### src/rtl/victim_select.sv
// Random-replacement victim selector: prefers invalid ways, skips locked ways,
// falls back to the LFSR value, and advances the LFSR once per consumed victim.
module victim_select #(
    parameter int unsigned WAYS      = 4,
    parameter int unsigned WAY_BITS  = 2,
    parameter int unsigned RAND_BITS = 5
) (
    input  logic                 clk,
    input  logic                 rst,
    input  logic                 req,
    input  logic [WAYS-1:0]      valid_bits,
    input  logic [WAYS-1:0]      lock_bits,
    input  logic [RAND_BITS-1:0] rand_in,
    input  logic                 victim_ack,
    output logic                 victim_valid,
    output logic [WAY_BITS-1:0]  victim_way,
    output logic                 no_victim,
    output logic                 lfsr_enable
);

    typedef enum logic [1:0] {
        IDLE,
        SCAN,
        RAND,
        HOLD
    } state_t;

    state_t state, state_n;

    logic [WAYS-1:0]     vmask, vmask_n;
    logic [WAYS-1:0]     lmask, lmask_n;
    logic [WAY_BITS-1:0] cand, cand_n;

    // SCAN is split in two cycles: the first registers the priority-encode
    // result, the second acts on it, keeping the wide encoder off the FSM path.
    logic                scan_stage, scan_stage_n;
    logic                free_found, free_found_n;
    logic [WAY_BITS-1:0] free_idx, free_idx_n;
    logic                all_locked, all_locked_n;

    logic                victim_valid_n;
    logic [WAY_BITS-1:0] victim_way_n;
    logic                no_victim_n;
    logic                lfsr_enable_n;

    logic                enc_found;
    logic [WAY_BITS-1:0] enc_idx;

    logic unused_rand;
    assign unused_rand = ^rand_in;

    // Lowest unlocked invalid way; scanning downward lets the lowest index win.
    always_comb begin
        enc_found = 1'b0;
        enc_idx   = '0;
        for (int unsigned i = WAYS; i > 0; i--) begin
            if (!lmask[i-1] && !vmask[i-1]) begin
                enc_found = 1'b1;
                enc_idx   = WAY_BITS'(i - 1);
            end
        end
    end

    always_comb begin
        state_n        = state;
        vmask_n        = vmask;
        lmask_n        = lmask;
        cand_n         = cand;
        scan_stage_n   = scan_stage;
        free_found_n   = free_found;
        free_idx_n     = free_idx;
        all_locked_n   = all_locked;
        victim_valid_n = victim_valid;
        victim_way_n   = victim_way;
        no_victim_n    = 1'b0;
        lfsr_enable_n  = 1'b0;

        case (state)
            IDLE: begin
                if (req) begin
                    vmask_n      = valid_bits;
                    lmask_n      = lock_bits;
                    cand_n       = rand_in[WAY_BITS-1:0];
                    scan_stage_n = 1'b0;
                    state_n      = SCAN;
                end
            end
            SCAN: begin
                if (!scan_stage) begin
                    free_found_n = enc_found;
                    free_idx_n   = enc_idx;
                    all_locked_n = &lmask;
                    scan_stage_n = 1'b1;
                end else begin
                    scan_stage_n = 1'b0;
                    if (free_found) begin
                        victim_way_n   = free_idx;
                        victim_valid_n = 1'b1;
                        state_n        = HOLD;
                    end else if (all_locked) begin
                        no_victim_n = 1'b1;
                        state_n     = IDLE;
                    end else begin
                        state_n = RAND;
                    end
                end
            end
            RAND: begin
                if (!lmask[cand]) begin
                    victim_way_n   = cand;
                    victim_valid_n = 1'b1;
                    state_n        = HOLD;
                end else begin
                    // WAYS is a power of two, so natural overflow wraps the index.
                    cand_n = cand + 1'b1;
                end
            end
            HOLD: begin
                if (victim_ack) begin
                    victim_valid_n = 1'b0;
                    lfsr_enable_n  = 1'b1;
                    state_n        = IDLE;
                end
            end
            default: begin
                state_n = IDLE;
            end
        endcase
    end

    always_ff @(posedge clk or negedge rst) begin
        if (!rst) begin
            state <= IDLE;
        end else begin
            state <= state_n;
        end
    end

    always_ff @(posedge clk or negedge rst) begin
        if (!rst) begin
            vmask        <= '0;
            lmask        <= '0;
            cand         <= '0;
            scan_stage   <= 1'b0;
            free_found   <= 1'b0;
            free_idx     <= '0;
            all_locked   <= 1'b0;
            victim_valid <= 1'b0;
            victim_way   <= '0;
            no_victim    <= 1'b0;
            lfsr_enable  <= 1'b0;
        end else begin
            vmask        <= vmask_n;
            lmask        <= lmask_n;
            cand         <= cand_n;
            scan_stage   <= scan_stage_n;
            free_found   <= free_found_n;
            free_idx     <= free_idx_n;
            all_locked   <= all_locked_n;
            victim_valid <= victim_valid_n;
            victim_way   <= victim_way_n;
            no_victim    <= no_victim_n;
            lfsr_enable  <= lfsr_enable_n;
        end
    end

endmodule

### config.mk
export PLATFORM = sky130hd
export DESIGN_NAME = victim_select
export DESIGN_NICKNAME = d
export VERILOG_FILES = /design/src/rtl/victim_select.sv
export SDC_FILE = /design/constraint.sdc
export NUM_CORES = 1
export LEC_CHECK = 0
export ABC_AREA = 0
export BUFFER_PORTS_ARGS = -buffer_cell sky130_fd_sc_hd__buf_4
export CAP_MARGIN = 15
export CELL_PAD_IN_SITES_DETAIL_PLACEMENT = 1
export CELL_PAD_IN_SITES_GLOBAL_PLACEMENT = 2
export CORE_ASPECT_RATIO = 0.8
export CORE_UTILIZATION = 36
export DETAILED_ROUTE_END_ITERATION = 8
export PLACE_DENSITY = 0.81
export SYNTH_ARGS = -nofsm -noshare
export SYNTH_HDL_FRONTEND = slang
export SYNTH_SLANG_ARGS = --single-unit
### constraint.sdc
create_clock -name clk -period 2.05 [get_ports clk]
set_input_delay 0.41 -clock clk [delete_from_list [all_inputs] [get_ports clk]]
set_output_delay 0.41 -clock clk [all_outputs]
set_load 0.02 [all_outputs]
==> reports/metrics.yaml <==
clk_latency_ns: 0.26
track_usage_pct: 16.84
ys.flop_type: "dfrtp_1"
status: "complete, no violations"
grt_pass1_wl_mm: 4.091
synthAdderAreaFrac_pct: 0
path_class: "flop to flop"
power.leakage_nw: 0.5680
grt_pass1_vias: 786
syn_avg_cell_area_um2: 11.29
worstMarginPinSlew_ns: 0.5136
r2r_cells: 2
drt_pre_antenna_iters: 4
layout_commonest_cell: "dfrtp_1"
path_cells: "or3b_1 > a22o_1"
post-route-util_pct: 46.61
io_buffers: 18
fin_setup_tns_ns: 0
fmax_mhz: 617.8
cp-start-kind: "flop"
synth-seq-cells: 22
syn-cell-area_um2: 1084
diodes: 0
initial_core_util_pct: 38.59
period_needed_ns: 1.619
fin_nets: 132
power_density_nw_per_um2: 1607
place_area_um2: 1237
stdcell_area_um2: 1309
yosys_warnings: 0
cts-root-buf: "clkbuf_8"
syn_to_final_growth_pct: 20.79
ant_nets: 0
via_per_inst: 5.395
skew_ns: 0.008350
synthArstFlopShare_pct: 100.0
postCtsSetupRepairBufs: 0
fill_cells: 314
synth.top_cell.area_share_pct: 50.81
min_period_over_period_pct: 78.96
seq_area_frac_synth_pct: 50.81
hold_path_class: "input port to asynchronous set/reset pin"
drc: 0
finalHoldViolCount: 0
dpl.hpwl_mm: 1.675
slowest_stage: "dfrtp_1"
die_x_um: 63.34
synthesis.nets: 113
hold_buffers: 0
wl_per_cell_um: 15.72
overflow: 0
final_cell_mix: "22 x dfrtp_1, 18 x buf_4, 10 x nor2_1, 9 x mux2_2, 6 x nand2_1"
grt_max_degree: 23
finalPower_w: 0.002103
htree_levels: 1
cts_resized: 0
fin_ws_ns: 0.4314
synth_compound_area_share_pct: 15.82
synth_edf_count: 0
regArea_um2: 550.5
clk_pin_slew_worst_paths_ns: 0.08
yosys.area.top_type: "dfrtp_1"
synth.distinct_cells: 35
wl_mm: 2.389
die-area_um2: 3235
reg2reg_slack_ns: 0.43
cp_max_fo: 17
clockBufferDepth: 2
relSlewSlack_pct: 65.76
pre_cts_ws_ns: 0.4475
cp.arrival_ns: 1.78
end_kind: "flop"
grt_setup_unrepaired: "no"
ios: 22
synth_top_family_by_area: "simple AND/OR/NAND/NOR gates"
yosys.area_share.simple_pct: 18.59
die_y_um: 51.07
ir_worst_vdd_uv: 652.3
cp_slowest_stage_delay_ns: 0.67
synth_area_leaders: "dfrtp_1 51%, mux2_2 9.4%, nor2_1 3.5%"
cts_num_sinks: 22
drive_above_1_share_pct: 29.82
netlist_instances: 96
fp-row-count: 17
antenna_found_initial: 0
synth.area.mux_share_pct: 12.12
critPathRequiredTime_ns: 2.21
vias: 820
maxSlewViolCount: 0
place.gp.congestion: 0.7166
yosys.area_share.xor_xnor_pct: 0
multi_input_area_um2: 504.2
numCtsBuffers: 3
drt_iter0_drc: 36
setup_viol: 0
maxCapViolations: 0
core_um2: 2808
cts_tree: "built"
==> metal layers <==
layer / vias to the layer above / share of wire [%] / track usage, %
li1: 393 / - / -
met1: 406 / 49 / 23.35
met2: 19 / 45 / 25.00
met3: 2 / 4.2 / 4.911
met4: 0 / 1.1 / 5.682
met5: - / 0 / 0
==> path summary, 6_finish.rpt <==
check,startpoint,endpoint
max,state[0],free_idx[0]
min,rst,free_idx[1]
max reg2reg,state[0],free_idx[0]
min reg2reg,all_locked,all_locked
max in group asynchronous,rst,cand[1]
min in group clk,valid_bits[3],vmask[3]
==> critical path: cells and delay by family, from the launching register on <==
kind	cells	cell delay, ns
AOI/OAI and AO/OA	1	0.29
and+or+nand+nor	1	0.55
DFF	1	0.67
==> Yosys cell counts (2+ instances only) <==
cell      number
dfrtp_1       22
nor2_1        10
mux2_2         9
nand2_1        6
o21ai_0        5
a21oi_1        3
mux2i_1        3
nor3b_1        3
o22ai_1        3
a22o_1         2
buf_2          2
nand2b_1       2
o31ai_1        2
o32ai_1        2
or3b_1         2
==> power by group <==
group | total, W | switching [W] | internal, W
clock | 0.000402 | 0.000141 | 0.000261
combinational | 0.000777 | 0.000373 | 0.000404
sequential | 0.000924 | 0.000289 | 0.000635
==> flip-flops by register name, indices dropped and copies added, names as in the netlist, named ones only <==
signal / cells
vmask: 4
victim_way: 2
all_locked: 1
no_victim: 1
free_found: 1
scan_stage: 1
cand: 2
free_idx: 2
victim_valid: 1
lmask: 4
state: 1
lfsr_enable: 1
==> final cells by class <==
type | instances | area share (%)
Sequential cell | 22 | 42.06
Multi-Input combinational cell | 70 | 38.53
Timing Repair Buffer | 18 | 10.33
Tap cell | 38 | 3.633
Clock buffer | 3 | 3.155
Clock inverter | 1 | 2.294
==> stage by stage <==
stage	hold slack, ns	cells
after floorplan	0.1144	96
after global placement	0.3153	148
after detailed placement	0.3192	148
after CTS	0.02383	152
after global routing	0.02307	152
final	0.01678	152
==> cell families after synthesis <==
kind of cell           after synthesis
AO/OA/AOI/OAI                       24
AND/OR/NAND/NOR                     34
multiplexers                        12
buffers and inverters                4
flip-flops                          22
No activity file was read; power rests on OpenSTA's default activity.
